[src/rtl/umi_burst_to_sb_if.sv]
// Bundle of UMI input channels and the switchboard output word for umi_burst_to_sb.
// The slave modport is the packer; the master modport is whatever feeds and drains it.
interface umi_burst_to_sb_if #(
    parameter int unsigned NCH = 2,
    parameter int unsigned DW  = 256,
    parameter int unsigned AW  = 64,
    parameter int unsigned CW  = 32
);
    localparam int unsigned CHW = (NCH > 1) ? $clog2(NCH) : 1;
    localparam int unsigned SBW = DW + 2 * AW + CW;

    logic [NCH-1:0]    umi_in_valid;
    logic [NCH-1:0]    umi_in_ready;
    logic [NCH-1:0]    umi_in_last;
    logic [NCH*CW-1:0] umi_in_cmd;
    logic [NCH*AW-1:0] umi_in_dstaddr;
    logic [NCH*AW-1:0] umi_in_srcaddr;
    logic [NCH*DW-1:0] umi_in_data;

    logic              sb_valid;
    logic              sb_ready;
    logic [SBW-1:0]    sb_data;
    logic [31:0]       sb_dest;
    logic              sb_last;
    logic [CHW-1:0]    sb_chan;
    logic              burst_err;

    modport master (
        output umi_in_valid,
        input  umi_in_ready,
        output umi_in_last,
        output umi_in_cmd,
        output umi_in_dstaddr,
        output umi_in_srcaddr,
        output umi_in_data,
        input  sb_valid,
        output sb_ready,
        input  sb_data,
        input  sb_dest,
        input  sb_last,
        input  sb_chan,
        input  burst_err
    );

    modport slave (
        input  umi_in_valid,
        output umi_in_ready,
        input  umi_in_last,
        input  umi_in_cmd,
        input  umi_in_dstaddr,
        input  umi_in_srcaddr,
        input  umi_in_data,
        output sb_valid,
        input  sb_ready,
        output sb_data,
        output sb_dest,
        output sb_last,
        output sb_chan,
        output burst_err
    );
endinterface

[src/rtl/umi_burst_to_sb.sv]
// Round-robin, burst-locking packer from NCH UMI channels into one registered
// switchboard word stream; bursts longer than MAXBEATS are cut and flagged.
module umi_burst_to_sb #(
    parameter int unsigned NCH      = 2,
    parameter int unsigned DW       = 256,
    parameter int unsigned AW       = 64,
    parameter int unsigned CW       = 32,
    parameter int unsigned DEST_LSB = 40,
    parameter int unsigned DEST_W   = 16,
    parameter int unsigned MAXBEATS = 256
) (
    input  logic              clk,
    input  logic              nreset,
    umi_burst_to_sb_if.slave  bus
);
    localparam int unsigned CHW  = (NCH > 1) ? $clog2(NCH) : 1;
    localparam int unsigned SBW  = DW + 2 * AW + CW;
    localparam int unsigned CNTW = $clog2(MAXBEATS + 1);

    typedef enum logic {
        ST_IDLE,
        ST_BURST
    } state_t;

    state_t          state_q;
    logic [CHW-1:0]  ptr_q;
    logic [CHW-1:0]  lock_q;
    logic [CNTW-1:0] cnt_q;

    logic            sb_valid_q;
    logic [SBW-1:0]  sb_data_q;
    logic [31:0]     sb_dest_q;
    logic            sb_last_q;
    logic [CHW-1:0]  sb_chan_q;
    logic            burst_err_q;

    logic            can_load_d;
    logic [CHW-1:0]  grant_d;
    logic            grant_vld_d;
    logic [CHW:0]    scan_d;
    logic [NCH-1:0]  ready_d;
    logic            acc_d;
    logic            beat_last_d;
    logic            forced_d;
    logic            end_d;
    logic [CNTW-1:0] cnt_d;
    logic [CHW-1:0]  ptr_nxt_d;
    logic [CW-1:0]   cmd_d;
    logic [AW-1:0]   dst_d;
    logic [AW-1:0]   src_d;
    logic [DW-1:0]   data_d;
    logic [31:0]     dest_d;

    assign can_load_d = !sb_valid_q || bus.sb_ready;

    // Idle search starts at the pointer and wraps; a burst pins the grant to the locked channel.
    always_comb begin
        grant_d     = lock_q;
        grant_vld_d = 1'b0;
        scan_d      = '0;
        if (state_q == ST_BURST) begin
            grant_vld_d = 1'b1;
        end else begin
            for (int unsigned k = 0; k < NCH; k++) begin
                scan_d = {1'b0, ptr_q} + (CHW+1)'(k);
                if (scan_d >= (CHW+1)'(NCH)) begin
                    scan_d = scan_d - (CHW+1)'(NCH);
                end
                if (!grant_vld_d && bus.umi_in_valid[scan_d[CHW-1:0]]) begin
                    grant_d     = scan_d[CHW-1:0];
                    grant_vld_d = 1'b1;
                end
            end
        end
    end

    always_comb begin
        ready_d = '0;
        if (nreset && grant_vld_d && can_load_d) begin
            ready_d[grant_d] = 1'b1;
        end
    end

    always_comb begin
        cmd_d       = bus.umi_in_cmd[grant_d*CW +: CW];
        dst_d       = bus.umi_in_dstaddr[grant_d*AW +: AW];
        src_d       = bus.umi_in_srcaddr[grant_d*AW +: AW];
        data_d      = bus.umi_in_data[grant_d*DW +: DW];
        beat_last_d = bus.umi_in_last[grant_d];
        acc_d       = ready_d[grant_d] && bus.umi_in_valid[grant_d];
        cnt_d       = (state_q == ST_IDLE) ? CNTW'(1) : cnt_q + CNTW'(1);
        forced_d    = !beat_last_d && (cnt_d == CNTW'(MAXBEATS));
        end_d       = beat_last_d || forced_d;
        ptr_nxt_d   = (grant_d == CHW'(NCH - 1)) ? '0 : grant_d + CHW'(1);
        dest_d                = '0;
        dest_d[DEST_W-1:0]    = dst_d[DEST_LSB +: DEST_W];
    end

    always_ff @(posedge clk or negedge nreset) begin
        if (!nreset) begin
            state_q     <= ST_IDLE;
            ptr_q       <= '0;
            lock_q      <= '0;
            cnt_q       <= '0;
            sb_valid_q  <= 1'b0;
            sb_data_q   <= '0;
            sb_dest_q   <= '0;
            sb_last_q   <= 1'b0;
            sb_chan_q   <= '0;
            burst_err_q <= 1'b0;
        end else begin
            burst_err_q <= 1'b0;
            if (acc_d) begin
                sb_valid_q  <= 1'b1;
                sb_data_q   <= {data_d, src_d, dst_d, cmd_d};
                sb_last_q   <= end_d;
                sb_chan_q   <= grant_d;
                burst_err_q <= forced_d;
                cnt_q       <= cnt_d;
                if (state_q == ST_IDLE) begin
                    sb_dest_q <= dest_d;
                end
                if (end_d) begin
                    state_q <= ST_IDLE;
                    ptr_q   <= ptr_nxt_d;
                end else begin
                    state_q <= ST_BURST;
                    lock_q  <= grant_d;
                end
            end else if (bus.sb_ready) begin
                sb_valid_q <= 1'b0;
            end
        end
    end

    assign bus.umi_in_ready = ready_d;
    assign bus.sb_valid     = sb_valid_q;
    assign bus.sb_data      = sb_data_q;
    assign bus.sb_dest      = sb_dest_q;
    assign bus.sb_last      = sb_last_q;
    assign bus.sb_chan      = sb_chan_q;
    assign bus.burst_err    = burst_err_q;
endmodule

[src/flat_wrapper.sv]
// flat-port wrapper written by rule: the top's interface ports become plain ports
module umi_burst_to_sb_flat 
#(
    parameter int unsigned NCH      = 2,
    parameter int unsigned DW       = 256,
    parameter int unsigned AW       = 64,
    parameter int unsigned CW       = 32,
    parameter int unsigned DEST_LSB = 40,
    parameter int unsigned DEST_W   = 16,
    parameter int unsigned MAXBEATS = 256
)
  (clk, nreset, bus_umi_in_valid, bus_umi_in_ready, bus_umi_in_last, bus_umi_in_cmd, bus_umi_in_dstaddr, bus_umi_in_srcaddr, bus_umi_in_data, bus_sb_valid, bus_sb_ready, bus_sb_data, bus_sb_dest, bus_sb_last, bus_sb_chan, bus_burst_err);
  umi_burst_to_sb_if #(.NCH(NCH), .DW(DW), .AW(AW), .CW(CW)) bus_i ();
  input  logic clk;
  input  logic nreset;
  input wire logic [$bits(bus_i.umi_in_valid)-1:0] bus_umi_in_valid;
  output wire logic [$bits(bus_i.umi_in_ready)-1:0] bus_umi_in_ready;
  input wire logic [$bits(bus_i.umi_in_last)-1:0] bus_umi_in_last;
  input wire logic [$bits(bus_i.umi_in_cmd)-1:0] bus_umi_in_cmd;
  input wire logic [$bits(bus_i.umi_in_dstaddr)-1:0] bus_umi_in_dstaddr;
  input wire logic [$bits(bus_i.umi_in_srcaddr)-1:0] bus_umi_in_srcaddr;
  input wire logic [$bits(bus_i.umi_in_data)-1:0] bus_umi_in_data;
  output wire logic [$bits(bus_i.sb_valid)-1:0] bus_sb_valid;
  input wire logic [$bits(bus_i.sb_ready)-1:0] bus_sb_ready;
  output wire logic [$bits(bus_i.sb_data)-1:0] bus_sb_data;
  output wire logic [$bits(bus_i.sb_dest)-1:0] bus_sb_dest;
  output wire logic [$bits(bus_i.sb_last)-1:0] bus_sb_last;
  output wire logic [$bits(bus_i.sb_chan)-1:0] bus_sb_chan;
  output wire logic [$bits(bus_i.burst_err)-1:0] bus_burst_err;
  assign bus_i.umi_in_valid = bus_umi_in_valid;
  assign bus_umi_in_ready = bus_i.umi_in_ready;
  assign bus_i.umi_in_last = bus_umi_in_last;
  assign bus_i.umi_in_cmd = bus_umi_in_cmd;
  assign bus_i.umi_in_dstaddr = bus_umi_in_dstaddr;
  assign bus_i.umi_in_srcaddr = bus_umi_in_srcaddr;
  assign bus_i.umi_in_data = bus_umi_in_data;
  assign bus_sb_valid = bus_i.sb_valid;
  assign bus_i.sb_ready = bus_sb_ready;
  assign bus_sb_data = bus_i.sb_data;
  assign bus_sb_dest = bus_i.sb_dest;
  assign bus_sb_last = bus_i.sb_last;
  assign bus_sb_chan = bus_i.sb_chan;
  assign bus_burst_err = bus_i.burst_err;
  umi_burst_to_sb #(.NCH(NCH), .DW(DW), .AW(AW), .CW(CW), .DEST_LSB(DEST_LSB), .DEST_W(DEST_W), .MAXBEATS(MAXBEATS)) u_core (.clk(clk), .nreset(nreset), .bus(bus_i));
endmodule
[config.mk]
export PLATFORM = sky130hd
export DESIGN_NAME = umi_burst_to_sb_flat
export DESIGN_NICKNAME = d
export VERILOG_FILES = /design/src/rtl/umi_burst_to_sb_if.sv /design/src/rtl/umi_burst_to_sb.sv /design/src/flat_wrapper.sv
export SDC_FILE = /design/constraint.sdc
export NUM_CORES = 1
export LEC_CHECK = 0
export BUFFER_PORTS_ARGS = -buffer_cell sky130_fd_sc_hd__buf_2
export CAP_MARGIN = 20
export CORE_AREA = 2 2 510 512
export CTS_CLUSTER_DIAMETER = 100
export CTS_CLUSTER_SIZE = 25
export DETAILED_ROUTE_END_ITERATION = 10
export DIE_AREA = 0 0 512 514
export GPL_TIMING_DRIVEN = 0
export SYNTH_ARGS = -nofsm -noshare
export SYNTH_HDL_FRONTEND = slang
export SYNTH_SLANG_ARGS = --single-unit
[constraint.sdc]
create_clock -name clk -period 2.9 [get_ports clk]
set_input_delay 0.29 -clock clk [delete_from_list [all_inputs] [get_ports clk]]
set_output_delay 0.29 -clock clk [all_outputs]
set_load 0.02 [all_outputs]
==> reports/qor.yml, run 1 <==
global_routing:
  grt_max_degree: 105
  grt.total_usage_pct: 17.0
  grt_pass1_wl_microns: 294000
  grt_antenna_before_repair: 187
  overflow: 0
  grt_pass1_vias: 28794
power:
  p_leak_nw: 18.4
  power_density_nw_per_um2: 780
  max-vdd-ir-drop_mv: 0.620
clock_tree:
  clockRootBuffer: "clkbuf_16"
  cts.clk_slew.worst_paths_ns: 0.09
  cts_max_path_buffers: 3
  clock_sinks: 448
  cts_buffers: 35
  clock_latency_ns: 0.69
  tritoncts: "done"
  htree_levels: 2
finish:
  syn_to_final_growth_pct: 101
  final_net_count: 5415
  stdcell_count: 8093
  drive_above_1_share_pct: 33.4
  final_util_pct: 16.0
synth:
  synth_compound_area_share_pct: 14.1
  postSynth.asyncResetShare_pct: 100
  synthMuxAreaShare_pct: 1.03
  synth_top_area_cell: "dfrtp_1"
  syn_inst: 2431
  synth_commonest_cells: "nand2_1, dfrtp_1, nor2_1"
  ys_dominant_reg_cell: "dfrtp_1"
  synth_top_area_share_pct: 54.7
  synth_top_family_by_area: "simple AND/OR/NAND/NOR gates"
  yosysSeqAreaShare_pct: 54.7
  synth_area_leaders: "dfrtp_1, nand2_1, a31oi_1, nor2_1, buf_2"
  synth.most_common_cell: "nand2_1"
  synth-seq-cells: 448
  synth_xor_area_share_pct: 0.0855
  synthAdderAreaFrac_pct: 0.0611
  yosysWarnings: 0
  synth_cell_type_count: 45
  syn_avg_cell_area_sq_um: 8.43
  netlist_area_sq_um: 20500
  synth_edf_count: 0
  synth_simple_gate_area_share_pct: 23.9
timing:
  period_minus_slack_ns: 2.78
  fmax_ghz: 0.360
  fin_skew_ns: 0.0498
  drv_slew: 0
  hold_ws_ns: 0.0483
  final_hold_viol_count: 0
  period_share_pct: 95.9
  worst_slack_ns: 0.119
  slew_headroom_pct: 25.0
  worst_pin_slew_ns: 1.12
  final-setup-viol-count: 0
detailed_routing:
  wl_met1_microns: 97700
  final_antenna_net_count: 0
  avgRoutedWirePerCell_microns: 29.0
  met2_length_microns: 100000
  viasPerCell: 3.54
  drtIter0Drc: 2327
  top_layer_used: "met5"
  drt-pass1-iter-count: 5
  vias: 28681
  routed-wl-met3_microns: 23400
  drt_drc_violations_left: 0
  wl_microns: 235000
critical_path:
  reg2reg_depth: 10
  worstSetupPathType: "reg -> reg"
  crit_required_ns: 3.46
  critPathArrivalTime_ns: 3.35
  cp_max_fo: 10
  start_kind: "flop"
  cp-end-kind: "flop"
place:
  gp_congestion: 1.03
  io_buffers: 1276
  dpl.cell_count: 7136
  hpwl_microns: 200000
  post-place-ws_ns: -0.956
die:
  die_y_microns: 514
  io_pins: 1293
  die_x_microns: 512
  num_rows: 187
  core_area_sq_um: 258000
  start_util_pct: 7.94
  dieArea_sq_um: 263000
outcome:
  status: "finished, final reports clean"
flow_run:
  cap_viol_max_count: 0
min_path:
  hold_path.class: "in -> async"
## power breakdown
| part | total [mW] | switching, mW | internal [mW] |
|---|---|---|---|
| Sequential | 9.93 | 1.56 | 8.37 |
| Clock | 5.82 | 3.28 | 2.55 |
| Combinational | 16.3 | 11.5 | 4.80 |
## cells in the final DEF, fill, tap and decap left out, types with 3 or more instances in the layout
cell type and instances:
buf_2 1359, nand2_1 850, dlygate4sd3_1 795, dfrtp_1 448, nor2_1 412, a31oi_1 400
diode_2 90, buf_4 52, clkbuf_1 46, clkbuf_16 36, o21ai_0 26, buf_6 19
mux2i_1 17, conb_1 16, buf_8 10, o21ai_1 10, buf_16 10, a21oi_1 6
inv_6 6, a22o_1 5, nor3_1 5, nand3_1 4, buf_12 4, inv_16 4
clkbuf_4 3, mux2i_2 3, clkbuf_8 3, clkinvlp_4 3, clkinv_2 3, clkinv_16 3
## final cells by class
type / instances / area, sq um
Clock buffer: 37 / 893
Tap cell: 3402 / 4260
Antenna cell: 90 / 225
Buffer: 208 / 1300
Inverter: 4 / 17.5
Multi-Input combinational cell: 1786 / 8100
Clock inverter: 26 / 363
Sequential cell: 448 / 11200
Timing Repair Buffer: 2092 / 14800
Fill cell: 29268 / 217000
## timing repair
| action | in CTS | in global routing |
|---|---|---|
| setup buffers | 0 | 2 |
| hold buffers | 797 | 4 |
| gates cloned | 0 | 1 |
| hold endpoints to repair | 523 | 158 |
| endpoints found under the setup margin | 36 | 27 |
| resized for setup | 18 | 7 |
## critical path: stages (launching register included)
cell      delay, ns
dfrtp_1        0.42
buf_4          0.19
inv_4          0.10
nand3_2        0.11
o21ai_4        0.19
buf_8          0.19
buf_12         0.12
buf_4          0.27
clkbuf_1       0.70
nand2_1        0.13
a31oi_1        0.23
## final timing paths
path | startpoint | slack (ns) | to
max reg2reg | u_core.state_q | 0.12 | u_core.bus.sb_data[112]
min | nreset | 0.05 | u_core.bus.sb_data[346]
min reg2reg | u_core.bus.sb_dest[15] | 0.49 | u_core.bus.sb_dest[15]
max in group asynchronous | nreset | 0.96 | u_core.bus.sb_data[188]
min in group clk | bus_umi_in_dstaddr[115] | 0.05 | u_core.bus.sb_dest[11]
max | u_core.state_q | 0.12 | u_core.bus.sb_data[112]
## state kept, by name, indices dropped and copies added (netlist names)
register	cells
u_core.bus.sb_dest	16
u_core.bus.sb_chan	1
u_core.ptr_q	1
u_core.bus.sb_data	416
u_core.bus.sb_last	1
u_core.lock_q	1
u_core.bus.burst_err	1
u_core.cnt_q	9
u_core.state_q	1
u_core.bus.sb_valid	1
## stage by stage
stage | power (mW) | TNS (ns) | cell area [sq um]
floorplan | 16.3 | 0 | 20500
global placement | 25.0 | -7771.79 | 31200
detailed placement | 25.1 | -192.16 | 31400
CTS | 32.4 | -0.106 | 40800
global route | 33.6 | -0.00400 | 41000
finish | 32.1 | 0 | 41200
## logic make-up after synthesis
logic type	Yosys count
adders and majority gates	1
AOI/OAI and AO/OA	461
other	1
muxes	21
DFF	448
and+or+nand+nor	1285
buffers and inverters	212
xor gates and xnor gates	2
## layer usage
layer  vias up  track usage [%]
met5         -                0
met4        92             7.84
met3       509             5.86
met2      1820             26.2
met1     13753             21.2
li1      12507                -
(Power assumes the default switching activity.)
==> run 2: changes to the inputs <==
ABC_AREA = 1   (was default)
CAP_MARGIN = 5   (was 20)
CORE_AREA = 2 2 507 509   (was 2 2 510 512)
DIE_AREA = 0 0 509 511   (was 0 0 512 514)
==> run 2 against run 1 <==
  * Maximum frequency decreased by 3.1%
  * Area after synthesis decreased by 1.1%
  * Clock power increased by 3%
  * Worst hold slack improved by 0.0066 ns
  * Sequential share of layout area fell by 0.082 points
  * Die area shrank 1.2%
  * Sequential power up 15%
  * Largest cell class unchanged
  * Largest power group unchanged
==> reports/qor.yml, run 2 <==
timing:
  period_minus_slack_ns: 2.87
  drv_slew: 0
  fin_tns_setup_ns: 0
  fmax_ghz: 0.348
  final_hold_viol_count: 0
  period_share_pct: 99.0
  final-setup-viol-count: 0
  worst_pin_slew_ns: 1.30
  slew_headroom_pct: 13.3
  grt_setup_unrepaired: "yes"
  fin_skew_ns: 0.0619
finish:
  fin_area_sq_um: 41300
  final_common_cell: "buf_2"
  most-common-layout-cells: "buf_2, nand2_1, dlygate4sd3_1"
  fillCellCount: 28664
  regArea_sq_um: 11200
  multi_input_area_sq_um: 8000
  syn_to_final_growth_pct: 104
  final_util_pct: 16.2
  largest_reg_flops: 416
  drive_above_1_share_pct: 32.0
  final_net_count: 5486
die:
  start_util_pct: 7.93
  dieArea_sq_um: 260000
  die_y_microns: 511
  io_pins: 1293
  die_x_microns: 509
  num_rows: 186
  core_area_sq_um: 255000
synth:
  synth.most_common_cell: "nand2_1"
  yosysSeqAreaShare_pct: 55.4
  synth_top_area_cell: "dfrtp_1"
  synth-seq-cells: 448
  synth_cell_type_count: 23
  netlist_area_sq_um: 20200
  syn_avg_cell_area_sq_um: 8.19
  yosysWarnings: 0
  synth_edf_count: 0
  postSynth.asyncResetShare_pct: 100
  syn_inst: 2471
  synth_area_leaders: "dfrtp_1, nand2_1, a31oi_1, nor2_1, buf_2"
  synth_commonest_cells: "nand2_1, dfrtp_1, nor2_1"
  synth_top_area_share_pct: 55.4
  ys_dominant_reg_cell: "dfrtp_1"
clock_tree:
  cts_buffers: 36
  clockRootBuffer: "clkbuf_16"
  clock_latency_ns: 0.69
  cts_max_path_buffers: 3
  clock_sinks: 448
  cts.clk_slew.worst_paths_ns: 0.11
  tritoncts: "done"
  htree_levels: 2
critical_path:
  path_delay_family: "buffers and inverters"
  worstSetupPathType: "reg -> reg"
  crit_required_ns: 3.52
  cp_num_buf_inv: 5
  cp-end-kind: "flop"
  r2r_slack_ns: 0.03
  start_kind: "flop"
  critPathArrivalTime_ns: 3.49
  crit_path_cell_trace: "inv_1 > nand3_1 > o21ai_4 > buf_12 > inv_2 > buf_8 > clkbuf_1 > nand2_1 > a31oi_1"
  cp_slowest_cell: "clkbuf_1"
  cp_max_fo: 10
  max_stage_delay_ns: 0.97
min_path:
  hold_path.class: "in -> async"
place:
  io_buffers: 1276
  gp_congestion: 1.02
  hpwl_microns: 167000
  placed_cell_area_sq_um: 31100
power:
  swShare_pct: 54.4
  comb_power_share_pct: 57.6
  power_density_nw_per_um2: 995
  p_clk_share_pct: 14.6
  seqPwrFrac_pct: 27.7
  total_power_mw: 41.1
  p_switching_mw: 22.4
  intPower_mw: 18.7
  p_leak_nw: 18.4
  max-vdd-ir-drop_mv: 0.622
detailed_routing:
  avgRoutedWirePerCell_microns: 25.2
  final_antenna_net_count: 0
  drt-pass1-iter-count: 6
  wl_microns: 204000
  vias: 29058
  drtIter0Drc: 2599
  drt_drc_violations_left: 0
  viasPerCell: 3.57
global_routing:
  grt_antenna_before_repair: 156
  grt_pass1_vias: 28883
  grt_pass1_wl_microns: 261000
  overflow: 0
  grt_max_degree: 101
  grt.total_usage_pct: 14.9
flow_run:
  cap_viol_max_count: 0
outcome:
  status: "finished, final reports clean"
## run 2: cell types whose count changed in the layout (fill, tap and decap cells not counted), moves of 21 or more
| cell | before | now |
|---|---|---|
| clkbuf_1 | 46 | 78 |
| dlygate4sd3_1 | 795 | 826 |
| nand2_1 | 850 | 878 |
| nand3_1 | 4 | 29 |
| nor2_1 | 412 | 434 |
| buf_2 | 1359 | 1338 |
## run 2: metrics by stage
| stage | std cells | hold WS, ns | setup WS [ns] |
|---|---|---|---|
| after global routing | 8094 | 0.0335 | -0.0461 |
| after global placement | 7146 | 0.467 | -8.97 |
| final | 8129 | 0.0549 | 0.0289 |
| after floorplan | 2486 | -0.00559 | 1.19 |
| after detailed placement | 7153 | 0.384 | -1.74 |
| after CTS | 8057 | 0.000255 | 0.00459 |
## run 2: power groups by stage
stage	clock (mW)	combinational, mW	sequential, mW
3_5_place_dp	0	22.5	11.4
5_1_grt	6.37	25.2	11.7
2_1_floorplan	0	7.32	14.7
4_1_cts	6.23	23.8	11.3
3_3_place_gp	0	22.3	11.3
6_report	6.01	23.7	11.4
## run 2: final cells by class
class / instances / share of cell area [%]
buffer: 205 / 2.61
tap: 3384 / 10.3
clock buffer: 39 / 2.23
clock inverter: 26 / 1.05
multi-input combinational: 1813 / 19.4
inverter: 18 / 0.176
timing repair buffer: 2124 / 36.7
sequential: 448 / 27.1
antenna: 72 / 0.436
## run 2: kinds of logic after synthesis
kind of cell             synth area share [%]
flip-flops                               55.4
other                                  0.0185
adder cells (fa/ha/maj)                0.0618
buffers and inverters                    5.44
AO/OA/AOI/OAI                            13.9
AND/OR/NAND/NOR                          25.2
## run 2: per-layer routing
layer	vias up	part of all wire, %	global-route usage, %
met2	2099	47	25.3
met4	74	6.8	8.29
li1	12623	-	-
met1	13653	36	15.9
met3	609	11	5.46
met5	-	0.23	0
## run 2: path summary, 6_finish.rpt
| path | from | depth (start not counted) | end |
|---|---|---|---|
| setup / recovery | u_core.state_q | 9 | u_core.bus.sb_data[412] |
| hold / removal | nreset | 6 | u_core.bus.sb_data[92] |
| setup reg to reg | u_core.state_q | 9 | u_core.bus.sb_data[412] |
| hold reg to reg | u_core.bus.sb_dest[9] | 1 | u_core.bus.sb_dest[9] |
| max in group asynchronous | nreset | 6 | u_core.bus.sb_valid |
| min in group clk | bus_umi_in_data[453] | 3 | u_core.bus.sb_data[357] |
## run 2: worst min-delay path: cells and delay by family
| kind | cells | cell delay (ns) |
|---|---|---|
| buffers and inverters | 6 | 0.87 |
## run 2: what timing repair did
action	4_1_cts	5_1_grt
hold buffers	834	0
cloned	2	0
pin swaps	1	0
setup buffers	5	0
hold endpoints to repair	721	0
setup endpoints to repair	440	18
resized for setup	24	9
